$ cat src/rtl/axis_circular_trigger_if.sv
// AXI-Stream handshake bundle (data, valid, ready) with master/slave views.
interface axis_circular_trigger_if #(
    parameter int unsigned DATA_WIDTH = 32
) ();

    logic [DATA_WIDTH-1:0] tdata;
    logic                  tvalid;
    logic                  tready;

    modport master (
        output tdata,
        output tvalid,
        input  tready
    );

    modport slave (
        input  tdata,
        input  tvalid,
        output tready
    );

endinterface

$ cat src/rtl/axis_circular_trigger.sv
// Trigger generator for a circular stream packetizer: watches a pass-through AXIS stream
// and raises a sticky trigger on a signed level crossing or a synchronized external edge.
module axis_circular_trigger #(
    parameter int unsigned AXIS_TDATA_WIDTH = 32,
    parameter int unsigned SAMPLE_WIDTH     = 16,
    parameter int unsigned CNTR_WIDTH       = 32
) (
    input  logic                           aclk,
    input  logic                           areset,

    input  logic                           cfg_arm,
    input  logic                           cfg_source,
    input  logic                           cfg_slope,
    input  logic signed [SAMPLE_WIDTH-1:0] cfg_level,
    input  logic        [CNTR_WIDTH-1:0]   cfg_holdoff,

    input  logic                           ext_trigger,
    output logic                           trigger,
    output logic        [1:0]              sts_state,

    axis_circular_trigger_if.slave         s_axis,
    axis_circular_trigger_if.master        m_axis
);

    localparam int unsigned CNT_EXT_W = CNTR_WIDTH + 1;

    typedef enum logic [1:0] {
        ST_IDLE      = 2'd0,
        ST_HOLDOFF   = 2'd1,
        ST_ARMED     = 2'd2,
        ST_TRIGGERED = 2'd3
    } state_t;

    state_t                          state;
    logic        [CNTR_WIDTH-1:0]    holdoff_cnt;
    logic signed [SAMPLE_WIDTH-1:0]  prev_sample;
    logic                            prev_valid;
    logic                            ext_pending;

    logic                            arm_q;
    logic                            ext_meta;
    logic                            ext_sync;
    logic                            ext_prev;

    logic [AXIS_TDATA_WIDTH-1:0]     s_tdata;
    logic signed [SAMPLE_WIDTH-1:0]  sample;
    logic                            beat;
    logic                            arm_event;
    logic                            ext_rise;
    logic [CNT_EXT_W-1:0]            cnt_plus1;
    logic                            holdoff_done;
    logic                            rise_cross;
    logic                            fall_cross;
    logic                            hit;

    // Stream is a pure wire path, live in every state and during reset.
    assign s_tdata       = s_axis.tdata;
    assign m_axis.tdata  = s_tdata;
    assign m_axis.tvalid = s_axis.tvalid;
    assign s_axis.tready = m_axis.tready;

    assign beat      = s_axis.tvalid & m_axis.tready;
    assign sample    = s_tdata[SAMPLE_WIDTH-1:0];
    assign arm_event = cfg_arm & ~arm_q;
    assign ext_rise  = ext_sync & ~ext_prev;

    assign cnt_plus1    = {1'b0, holdoff_cnt} + CNT_EXT_W'(1);
    assign holdoff_done = cnt_plus1 >= {1'b0, cfg_holdoff};

    assign rise_cross = (prev_sample <  cfg_level) && (sample >= cfg_level);
    assign fall_cross = (prev_sample >  cfg_level) && (sample <= cfg_level);
    assign hit        = cfg_source ? ext_pending
                                   : (prev_valid && (cfg_slope ? fall_cross : rise_cross));

    assign sts_state = state;

    // Arm edge register and external trigger synchronizer with edge-detect stage.
    always_ff @(posedge aclk or posedge areset) begin
        if (areset) begin
            arm_q    <= 1'b0;
            ext_meta <= 1'b0;
            ext_sync <= 1'b0;
            ext_prev <= 1'b0;
        end else begin
            arm_q    <= cfg_arm;
            ext_meta <= ext_trigger;
            ext_sync <= ext_meta;
            ext_prev <= ext_sync;
        end
    end

    // Trigger FSM; dropping cfg_arm overrides every other transition.
    always_ff @(posedge aclk or posedge areset) begin
        if (areset) begin
            state       <= ST_IDLE;
            trigger     <= 1'b0;
            holdoff_cnt <= '0;
            prev_sample <= '0;
            prev_valid  <= 1'b0;
            ext_pending <= 1'b0;
        end else if (!cfg_arm) begin
            state       <= ST_IDLE;
            trigger     <= 1'b0;
            holdoff_cnt <= '0;
            prev_valid  <= 1'b0;
            ext_pending <= 1'b0;
        end else begin
            case (state)
                ST_IDLE: begin
                    trigger <= 1'b0;
                    if (arm_event) begin
                        state       <= ST_HOLDOFF;
                        holdoff_cnt <= '0;
                        prev_valid  <= 1'b0;
                        ext_pending <= 1'b0;
                    end
                end

                ST_HOLDOFF: begin
                    if (beat) begin
                        prev_sample <= sample;
                        prev_valid  <= 1'b1;
                        if (holdoff_cnt != '1) begin
                            holdoff_cnt <= holdoff_cnt + CNTR_WIDTH'(1);
                        end
                    end
                    if ((cfg_holdoff == '0) || (beat && holdoff_done)) begin
                        state <= ST_ARMED;
                    end
                end

                ST_ARMED: begin
                    if (ext_rise) begin
                        ext_pending <= 1'b1;
                    end
                    if (beat) begin
                        prev_sample <= sample;
                        prev_valid  <= 1'b1;
                        if (hit) begin
                            state       <= ST_TRIGGERED;
                            trigger     <= 1'b1;
                            ext_pending <= 1'b0;
                        end
                    end
                end

                ST_TRIGGERED: begin
                    trigger <= 1'b1;
                end

                default: begin
                    state   <= ST_IDLE;
                    trigger <= 1'b0;
                end
            endcase
        end
    end

endmodule

$ cat src/flat_wrapper.sv
// flat-port wrapper written by rule: the top's interface ports become plain ports
module axis_circular_trigger_flat 
#(
    parameter int unsigned AXIS_TDATA_WIDTH = 32,
    parameter int unsigned SAMPLE_WIDTH     = 16,
    parameter int unsigned CNTR_WIDTH       = 32
)
  (aclk, areset, cfg_arm, cfg_source, cfg_slope, cfg_level, cfg_holdoff, ext_trigger, trigger, sts_state, s_axis_tdata, s_axis_tvalid, s_axis_tready, m_axis_tdata, m_axis_tvalid, m_axis_tready);
  axis_circular_trigger_if #(.DATA_WIDTH(32)) s_axis_i ();
  axis_circular_trigger_if #(.DATA_WIDTH(32)) m_axis_i ();
  input  logic aclk;
  input  logic areset;
  input  logic cfg_arm;
  input  logic cfg_source;
  input  logic cfg_slope;
  input  logic signed [SAMPLE_WIDTH-1:0] cfg_level;
  input  logic        [CNTR_WIDTH-1:0] cfg_holdoff;
  input  logic ext_trigger;
  output logic trigger;
  output logic        [1:0] sts_state;
  input wire logic [$bits(s_axis_i.tdata)-1:0] s_axis_tdata;
  input wire logic [$bits(s_axis_i.tvalid)-1:0] s_axis_tvalid;
  output wire logic [$bits(s_axis_i.tready)-1:0] s_axis_tready;
  output wire logic [$bits(m_axis_i.tdata)-1:0] m_axis_tdata;
  output wire logic [$bits(m_axis_i.tvalid)-1:0] m_axis_tvalid;
  input wire logic [$bits(m_axis_i.tready)-1:0] m_axis_tready;
  assign s_axis_i.tdata = s_axis_tdata;
  assign s_axis_i.tvalid = s_axis_tvalid;
  assign s_axis_tready = s_axis_i.tready;
  assign m_axis_tdata = m_axis_i.tdata;
  assign m_axis_tvalid = m_axis_i.tvalid;
  assign m_axis_i.tready = m_axis_tready;
  axis_circular_trigger #(.AXIS_TDATA_WIDTH(AXIS_TDATA_WIDTH), .SAMPLE_WIDTH(SAMPLE_WIDTH), .CNTR_WIDTH(CNTR_WIDTH)) u_core (.aclk(aclk), .areset(areset), .cfg_arm(cfg_arm), .cfg_source(cfg_source), .cfg_slope(cfg_slope), .cfg_level(cfg_level), .cfg_holdoff(cfg_holdoff), .ext_trigger(ext_trigger), .trigger(trigger), .sts_state(sts_state), .s_axis(s_axis_i), .m_axis(m_axis_i));
endmodule
$ cat config.mk
export PLATFORM = sky130hd
export DESIGN_NAME = axis_circular_trigger_flat
export DESIGN_NICKNAME = d
export VERILOG_FILES = /design/src/rtl/axis_circular_trigger_if.sv /design/src/rtl/axis_circular_trigger.sv /design/src/flat_wrapper.sv
export SDC_FILE = /design/constraint.sdc
export NUM_CORES = 1
export LEC_CHECK = 0
export CAP_MARGIN = 20
export CORE_UTILIZATION = 29
export CTS_BUF_LIST = sky130_fd_sc_hd__clkbuf_8
export CTS_CLUSTER_SIZE = 40
export DETAILED_ROUTE_END_ITERATION = 7
export PLACE_DENSITY = 0.54
export SYNTH_ARGS = -nofsm -noshare
export SYNTH_HDL_FRONTEND = slang
export SYNTH_SLANG_ARGS = --single-unit
$ cat constraint.sdc
create_clock -name aclk -period 5.05 [get_ports aclk]
set_input_delay 1.01 -clock aclk [delete_from_list [all_inputs] [get_ports aclk]]
set_output_delay 1.01 -clock aclk [all_outputs]
set_load 0.005 [all_outputs]
==> results_dict.tcl <==
set metrics [dict create \
    area_delta_synth_final_pct 20.5 \
    worstPathRequired_ps 5310 \
    globalRouteTotalUtil 0.144 \
    fin_ws_ps 797 \
    crit_arrival_ps 4510 \
    synth_edf_count 0 \
    placement.cell_area_sq_um 6060 \
    cts_buffer_depth 2 \
    io_buffers 92 \
    fin_crit_sh 0.842 \
    die_x_um 136 \
    crit_buf_inv 0 \
    start_kind "flip-flop" \
    synthFlopType "dfrtp_1" \
    crit_fanout 7 \
    clock_sinks 57 \
    initial_core_util 0.298 \
    cts_tree "done" \
    clockRootBuffer "clkbuf_8" \
    maxSlewHeadroom 0.401 \
    synth_top_area_share 0.274 \
    rows 48 \
    drt-total-wl_mm 12.7 \
    finalClockSkew_ps 13.0 \
    p_leak_nw 3.02 \
    ys_ff_latch 57 \
    cpLargestDelayFamily "simple AND/OR/NAND/NOR gates" \
    status "finished clean" \
    powerDensity_nw_per_um2 257 \
    max_freq_mhz 235 \
    worstSetupEndpointType "flip-flop" \
    total_power_mw 1.61 \
    antenna_cells 0 \
    cts_hold_buffers 0 \
    grt_max_degree 46 \
    remaining_drc_errors 0 \
    synth_area_leaders "dfrtp_1 (27%), ha_1 (17%), buf_4 (5.2%), inv_1 (4.2%), mux2_2 (3.2%)" \
    tns_ps 0 \
    dr.pass1.iters 5 \
    cts_setup_buffers 0 \
    synth.avg_cell_area_sq_um 9.03 \
    grt_overflow 0 \
    synth.distinct_cells 67 \
    yosysSeqAreaShare 0.274 \
    final_area_sq_um 6260 \
    timing.hold.ws_ps 349 \
    hold_violations 0 \
    cts_made_buffers 9 \
    rsz0062_at_grt "false" \
    ios 125 \
    async_reset_ff_frac 1.00 \
    grt_pass1_wl_mm 20.8 \
    cp_cell_sequence "nand4_4 -> or3_1 -> nor4_4 -> and3_4 -> nand3_1 -> xnor2_2 -> ha_1 -> nand4_1 -> or4_1 -> o31ai_1 -> a221o_1 -> nor3_1 -> a311oi_2 -> mux2i_1" \
    fillers 1787 \
    dp.final_hpwl_mm 10.1 \
    viasPerCell 5.01 \
    grt_antenna_before_repair 0 \
    clk_latency_ps 350 \
    cp_slowest_cell "or4_1" \
    layout-drive-gt1-share 0.0881 \
    synth_nets 733 \
    place_ws_ps 786 \
    synth_area_sq_um 5200 \
    place_congestion 0.859 \
    cpPeakStageDelay_ps 550 \
    vdd_drop_max_mv 0.122 \
    drtIter0Drc 206 \
    path_clk_slew_ps 60 \
    final_nets 790 \
    die-area_sq_um 18500 \
    h-tree-depth 3 \
    setup_viol 0 \
    finalCriticalPeriod_ps 4250 \
    synth_top_area_cell "dfrtp_1" \
    worstMarginPinSlew_ps 896 \
    first_global_vias 4384 \
    min_path_type "reg -> reg" \
    vias 4312 \
    core-area_sq_um 17400 \
    drv_cap 0 \
    drv_slew 0 \
    wl_per_cell_um 14.8 \
    criticalPathCategory "reg -> reg" \
    die_h_um 136 \
    synthCells 576 \
    yosys_warnings 0 \
    drtAntennaViolNets 0 \
    cts_resized 0 \
]
## cell usage after synthesis, types with 2 or more instances
cell type  count
ha_1          69
inv_1         58
dfrtp_1       57
buf_4         36
nand2_1       32
o21ai_0       31
a21oi_1       24
nand3_1       22
nor2_1        22
xnor2_1       19
nand4_1       17
o31ai_1       17
mux2_2        15
a21o_1        14
and2_1        10
nor4_1        10
xor2_1        10
a22o_1         9
nor3_1         8
and4_1         7
o21ai_1        7
buf_6          5
mux2i_1        5
and2_0         4
and3_1         4
buf_2          4
clkbuf_1       3
nand2b_1       3
nand4_2        3
o211ai_1       3
o221ai_1       3
or3_1          3
a221o_1        2
clkbuf_2       2
nor3b_1        2
nor4_4         2
o21bai_1       2
o22ai_1        2
or4_1          2
## path summary, 6_finish.rpt
| path | start | endpoint | slack (ps) | cells after the start |
|---|---|---|---|---|
| hold / removal | u_core.ext_meta | u_core.ext_sync | 350 | 0 |
| setup reg to reg | u_core.holdoff_cnt[5] | u_core.sts_state[0] | 800 | 14 |
| min in group asynchronous | areset | u_core.holdoff_cnt[25] | 930 | 2 |
| setup / recovery | u_core.holdoff_cnt[5] | u_core.sts_state[0] | 800 | 14 |
| hold reg to reg | u_core.ext_meta | u_core.ext_sync | 350 | 0 |
| max in group asynchronous | areset | u_core.prev_sample[14] | 3380 | 4 |
## state kept, by name, summed over array words and instances, names as in the netlist
name                cells
u_core.trigger          1
u_core.sts_state        2
u_core.prev_sample     16
u_core.ext_sync         1
u_core.ext_meta         1
u_core.ext_prev         1
u_core.holdoff_cnt     32
u_core.arm_q            1
u_core.ext_pending      1
u_core.prev_valid       1
## through the flow
step / std cells / utilization
after floorplan: 576 / -
after global placement: 846 / 0.348
after detailed placement: 846 / 0.348
after CTS: 860 / 0.359
after global routing: 861 / 0.360
final: 861 / 0.360
## logic make-up after synthesis
kind of cell / share of synthesized area
compound gates: 0.167
xor+xnor: 0.0520
fa+ha+maj: 0.166
buf+inv: 0.113
flops: 0.274
mux: 0.0448
simple gates: 0.183
## area by class of cell
cell class              count  area [sq um]  area share
inverters                  58           218      0.0348
flip-flops and latches     57          1430       0.228
clock buffers              10           138      0.0220
multi-input cells         411          3190       0.509
clock inverters             4          46.3     0.00739
repair buffers             96           963       0.154
well taps                 225           282      0.0449
## power breakdown
part	internal (mW)	switching (mW)	leakage [nW]
registers	0.537	0.0482	0.753
clock network	0.233	0.187	0.0954
logic	0.295	0.312	2.18
total	1.07	0.547	3.02
## cells in the final DEF, fill, tap and decap left out, types with 7 or more instances in the layout
| cell | count |
|---|---|
| clkbuf_8 | 10 |
| o21ai_1 | 7 |
| a22o_1 | 9 |
| nor3_1 | 7 |
| ha_1 | 69 |
| a21oi_1 | 24 |
| and2_1 | 10 |
| and4_1 | 7 |
| a21o_1 | 14 |
| o21ai_0 | 31 |
| inv_1 | 58 |
| nand4_1 | 17 |
| nor4_1 | 10 |
| o31ai_1 | 17 |
| mux2_2 | 15 |
| dfrtp_1 | 57 |
| nand3_1 | 22 |
| clkdlybuf4s50_1 | 92 |
| xor2_1 | 10 |
| nand2_1 | 32 |
| xnor2_1 | 19 |
| nor2_1 | 22 |
## worst reg2reg max path: stages (launching register included)
cell      delay (ps)
dfrtp_1          490
nand4_4          170
or3_1            540
nor4_4           350
and3_4           260
nand3_1          120
xnor2_2          170
ha_1             300
nand4_1          130
or4_1            550
o31ai_1          270
a221o_1          180
nor3_1            60
a311oi_2         360
mux2i_1          240
## per-layer routing
metal  up-vias  global-route usage  part of all wire
li1       2161                   -                 -
met1      2021               0.182              0.47
met2       118               0.245              0.47
met3        12              0.0328             0.049
met4         0              0.0383             0.013
met5         -                   0                 0
(Power assumes the default switching activity.)
